===== config.mk =====
export PLATFORM = sky130hd
export DESIGN_NAME = axis_skid_buffer
export DESIGN_NICKNAME = d
export VERILOG_FILES = /design/src/rtl/axis_skid_buffer.sv
export SDC_FILE = /design/constraint.sdc
export NUM_CORES = 1
export LEC_CHECK = 0
export CAP_MARGIN = 20
export CORE_UTILIZATION = 56
export CTS_BUF_LIST = sky130_fd_sc_hd__clkbuf_4 sky130_fd_sc_hd__clkbuf_8 sky130_fd_sc_hd__clkbuf_16
export DETAILED_ROUTE_END_ITERATION = 12
export DONT_BUFFER_PORTS = 1
export GPL_TIMING_DRIVEN = 0
export PLACE_DENSITY_LB_ADDON = 0.05
export SETUP_SLACK_MARGIN = 0.05
export SLEW_MARGIN = 30
export SYNTH_ARGS = -nofsm -noshare
export SYNTH_HDL_FRONTEND = slang
export SYNTH_SLANG_ARGS = --single-unit

===== constraint.sdc =====
create_clock -name clk -period 1.4 [get_ports clk]
set_input_delay 0.35 -clock clk [delete_from_list [all_inputs] [get_ports clk]]
set_output_delay 0.35 -clock clk [all_outputs]
set_load 0.05 [all_outputs]

===== src/rtl/axis_skid_buffer.sv =====
// 2-entry registered skid buffer carrying data + last; ready to upstream is a flop.
// Latency: beat accepted at edge N on an empty buffer is on m_* in cycle N+1.
// Backpressure: holds at most 2 beats; s_ready drops the cycle after the skid entry fills.
//
// Ports:
//   clk, rst                      - clock, synchronous active-high reset
//   s_data/s_valid/s_ready/s_last - upstream beat and handshake
//   m_data/m_valid/m_ready/m_last - downstream beat and handshake
module axis_skid_buffer #(
  parameter int data_width = 32
) (
  input  logic                  clk,
  input  logic                  rst,
  input  logic [data_width-1:0] s_data,
  input  logic                  s_valid,
  output logic                  s_ready,
  input  logic                  s_last,
  output logic [data_width-1:0] m_data,
  output logic                  m_valid,
  input  logic                  m_ready,
  output logic                  m_last
);

  logic                  rdy_en;      // lets s_ready rise only on the 2nd edge after reset
  logic [data_width-1:0] skid_data;
  logic                  skid_last;
  logic                  skid_valid;
  logic                  skid_valid_nxt;
  logic                  accept;
  logic                  main_free;

  assign accept    = s_valid && s_ready;
  // Main register can take a new beat when empty or draining this edge.
  assign main_free = !m_valid || m_ready;

  // s_ready is only high while the skid entry is empty, so an accept never
  // coincides with a full skid entry.
  always_comb begin
    skid_valid_nxt = skid_valid;
    if (main_free) begin
      skid_valid_nxt = 1'b0;
    end else if (accept) begin
      skid_valid_nxt = 1'b1;
    end
  end

  always_ff @(posedge clk) begin
    if (rst) begin
      rdy_en     <= 1'b0;
      s_ready    <= 1'b0;
      m_valid    <= 1'b0;
      m_data     <= '0;
      m_last     <= 1'b0;
      skid_valid <= 1'b0;
      skid_data  <= '0;
      skid_last  <= 1'b0;
    end else begin
      rdy_en     <= 1'b1;
      s_ready    <= rdy_en && !skid_valid_nxt;
      skid_valid <= skid_valid_nxt;
      if (main_free) begin
        // Skid entry is older than any incoming beat, so it drains first.
        if (skid_valid) begin
          m_valid <= 1'b1;
          m_data  <= skid_data;
          m_last  <= skid_last;
        end else if (accept) begin
          m_valid <= 1'b1;
          m_data  <= s_data;
          m_last  <= s_last;
        end else begin
          m_valid <= 1'b0;
        end
      end else if (accept) begin
        skid_data <= s_data;
        skid_last <= s_last;
      end
    end
  end

endmodule


# ---- Word-level counts from Yosys, hierarchy flattened
# Cells that the tools add are included.
dict set report classes {
  addsub 0
  n_mul 0
  n_div 0
  order_cmp 0
  n_eq_ne 0
  n_shift 0
  n_mux 9
  bitwise_logic 1
  n_reduce_logical 8
}
# op n
set ops {}
lappend ops {{$mux W32} 2}
lappend ops {{$mux W1} 7}
lappend ops {{$reduce_and A2 Y1} 2}
lappend ops {{$logic_and A1 B1 Y1} 2}
lappend ops {{$logic_not A1 Y1} 2}
lappend ops {{$reduce_bool A2 Y1} 1}
lappend ops {{$logic_or A1 B1 Y1} 1}
lappend ops {{$not A1 Y1} 1}
dict set report word_totals {
  ff_bits 70
  latch_bits 0
  ram_bits 0
  mem_bits_ro 0
  in_bits 37
  out_inout_bits 35
  elab_cells 26
  n_memories 0
}

# ---- Logic depth before layout (Yosys ltp)
# Gate-level depths: netlist of run 1.
dict set report depth {
  ltp_word 5
  mapped_depth 7
  mapped_depth_nobuf 3
}

# ---- Worst setup path after synthesis of run 1
# Ideal clock, no wire load.
dict set report synth_path {
  kind {reg2reg}
  from {reg s_ready}
  to {reg m_data[0]}
  setup_time_ns 0.081
  arrival_time_ns 1.505
  t_required_ns 1.319
  slack_ns -0.186
  stages_incl_launch_ff 6
  path_buffers 2
  period_less_slack_ns 1.586
  cell_sequence {dfxtp_1 a21o_1 buf_6 clkbuf_1 a21oi_1 a211oi_2}
}
dict set report synth_via {
  elab_chain_cells 3
}
# element line_no
set synth_rtl {}
lappend synth_rtl {{start: declaration} 16} ;# output logic s_ready,
lappend synth_rtl {{start signal: assignment} 59} ;# s_ready <= rdy_en && !skid_valid_nxt;
lappend synth_rtl {{$logic_and A1 B1 Y1} 32} ;# assign accept = s_valid && s_ready;
lappend synth_rtl {{$reduce_bool A2 Y1 (no source line)} --}
lappend synth_rtl {{$reduce_and A2 Y1 (no source line)} --}
lappend synth_rtl {{end signal: assignment} 65} ;# m_data <= skid_data;
lappend synth_rtl {{end signal: assignment} 69} ;# m_data <= s_data;
lappend synth_rtl {{end: declaration} 18} ;# output logic [data_width-1:0] m_data,
# Every way passes these cells.
# A chain may end at the register's enable or synchronous reset.

# ---- Worst setup path in the final report of run 1
dict set report layout_path {
  from {reg s_ready}
  to {reg m_data[24]}
}
# Same word-level chain as after synthesis.

==> results by group, run 1 <==
Route
  – Routed length on met1: between 2000 and 3000 µm
  – WL met2: roughly 3300 µm
  – Vias: 2243
  – Number of design rule violations left after detail routing: 0
  – Met3 wire length: around 370 µm
  – Top Metal Used: met4
  – Antenna violation net count after detailed routing: 0
  – WL per Instance: 16.57 µm
  – DRC violation total after the first TritonRoute iteration: 73
  – Average vias per placed instance: 5.608
  – Final routed wirelength across all metal layers: 6629 µm
  – First drt pass iteration count: 4

Synthesis
  – Number of warnings printed during yosys synthesis: 0
  – Share of synthesized area occupied by flip-flops and latches: a little under half
  – Mapped Cells: just over 300
  – Synthesized net count: 346
  – Number of distinct library cells after synthesis: 17
  – Mean post-synth cell area: 9.544 µm²
  – Number of enable flip-flop cells after synthesis: 0
  – Post-synthesis sequential element count: 70
  – Share of async-settable or async-resettable flops after synthesis: 0%
  – Post-Syn Area: 2949 µm²
  – Flip-flop cell with the highest count after synthesis: dfxtp_1

Critical path
  – Data arrival time of the critical path: approximately 1500 ps
  – Crit path max fanout: 10
  – WP data required: ~1600 ps
  – Origin of the critical flop-to-flop path: s_ready
  – Critical path type: reg2reg
  – Category of the worst setup path capture point: register
  – CP startpoint: s_ready
  – Startpoint type of the worst setup path: register

Place
  – Count of input and output buffers: 0
  – Final weighted congestion of routability-driven global placement: approximately 0.72
  – Detailed placer's ending HPWL: between 4000 and 5000 µm

Clocking
  – Number of buffers inserted during clock tree synthesis: 9
  – Clk root buf: clkbuf_8
  – CTS tree: built
  – Number of buffers on the longest clock path: 2
  – Clock transition at the registers of the reported paths: 70 ps
  – Worst-skew pair later-pin latency: ~330 ps
  – CTS sink count: 70
  – Number of hold-repair buffers added at the cts stage: 0
  – Number of H-tree levels: 3

Layout
  – Final-stage net count: 362
  – End-of-flow core utilization: roughly two thirds
  – Fraction of layout instances using a drive strength above 1: between 30 and 40%
  – Leading cell types in the layout, fill and taps excluded: 66 x nand2_1, 63 x a21oi_1, 52 x dfxtp_1
  – Most common library cell in the layout ignoring fill and taps: nand2_1
  – Antenna Diode Count: 0
  – Area Overhead vs Synth: 15.66%

GRT
  – GRT Overall Usage: about a quarter
  – Overflow left after global routing: 0
  – Number of global-route vias before repair: ~2100
  – First-pass GRT wire length: ~9800 µm
  – Maximum number of pins on one net before global-route repair: 12
  – Antenna violations before repair: 0

Timing
  – Total Neg Setup Slack: 0 ps
  – Final Max Slew Viols: 0
  – Measured slew at the worst slew-check pin: approximately 740 ps
  – Period minus WS final: 1356 ps
  – Fin crit share: 96.82%
  – Setup-failing EPs final: 0
  – Number of hold violations in the final report: 0
  – Highest clock frequency the design can meet: around 740 MHz
  – Max_slew headroom: between 50% and 60%
  – Worst clock skew on the final layout: 11.56 ps
  – Setup repair after global routing missed its margin: yes

Run
  – Max-capacitance violation count: 0

Floorplan
  – Starting density of the core: roughly three fifths
  – Die area: roughly 5600 µm²
  – Area of the placeable core: ~5000 µm²
  – Row count: 26
  – Die Wd: 74.57 µm
  – Num ports: slightly above 70
  – Height of the die: around 75 µm

Pwr
  – Total power density per cell area: ~1200 nW/µm²
  – Max IR drop VDD: between 0.7 and 0.8 mV
  – Leakage Power: ~1.1 nW
  – Total power draw: ~4 mW

Min path
  – Hold path startpoint: s_data[15]
  – Hold Crit Class: in2reg

Status
  – Run status: completed
metrics by stage:
step / cell area [µm²] / std cells / setup slack, ps / hold WS, ps
6_report: 3411 / 400 / 44.50 / 146.6
5_1_grt: 3411 / 400 / 0.06906 / 141.3
4_1_cts: 3319 / 398 / -9.009 / 135.5
3_5_place_dp: 3044 / 379 / -199.9 / 428.6
3_3_place_gp: 3044 / 379 / -148.4 / 425.8
2_1_floorplan: 2957 / 309 / 81.98 / 420.0
critical path, stage by stage (launching register included):
cell and delay (ps):
dfxtp_4 460, a21o_1 150, buf_6 120, and2_4 240, buf_12 160, a211oi_2 60
where the power goes:
group          total, mW  internal (mW)  leakage [nW]  switching [mW]
logic              0.292          0.125         0.414           0.167
registers           2.28           2.05         0.577           0.227
clock network       1.51          0.820         0.101           0.692
area by class of cell:
class	instances	area [µm²]
Inverter	1	3.754
Sequential cell	70	1429
Fill cell	442	1664
Buffer	29	229.0
Timing Repair Buffer	7	72.57
Tap cell	70	87.58
Clock buffer	15	181.4
Multi-Input combinational cell	207	1403
Clock inverter	1	5.005
repair_timing:
item | in CTS | in global routing
endpoints found under the setup margin | 64 | 81
gates resized for setup | 22 | 42
pin swaps | 3 | 2
setup buffers | 4 | 2
gates cloned | 1 | 0
sequential cells by signal, indices dropped and copies added (netlist names):
signal	cells
m_last	1
m_data	32
skid_valid	1
skid_last	1
m_valid	1
skid_data	32
rdy_en	1
s_ready	1
layer usage:
metal	global-route usage (%)	up-vias
met5	0	-
met4	11.11	0
met3	5.962	7
met2	39.14	44
met1	29.02	1078
li1	-	1114
kinds of logic after synthesis:
kind of cell | Yosys count | synth area share (%)
compound gates | 103 | 25.63
buf+inv | 32 | 5.939
flops | 70 | 47.52
mux | 33 | 11.20
simple gates | 71 | 9.716
cell usage after synthesis (3+ instances only):
cell / instances / area (µm²)
a211oi_1: 3 / 22.52
a211oi_2: 30 / 375.4
a21oi_1: 68 / 340.3
buf_2: 8 / 40.04
buf_6: 6 / 67.56
clkbuf_1: 17 / 63.81
dfxtp_1: 70 / 1401
mux2i_1: 33 / 330.3
nand2_1: 66 / 247.7
final timing paths:
check	endpoint	slack [ps]	depth (start not counted)
worst min-delay path	skid_data[15]	150	2
worst max-delay path	m_data[24]	40	5
worst max register to register	m_data[24]	40	5
worst min register to register	s_ready	450	1
No activity file was read; power rests on OpenSTA's default activity.
==> run 2: changes to the inputs <==
Settings changed: HOLD_SLACK_MARGIN set to 0.02.
==> results of run 2 <==
No change in the layout: final DEF, timing and power equal those of run 1.
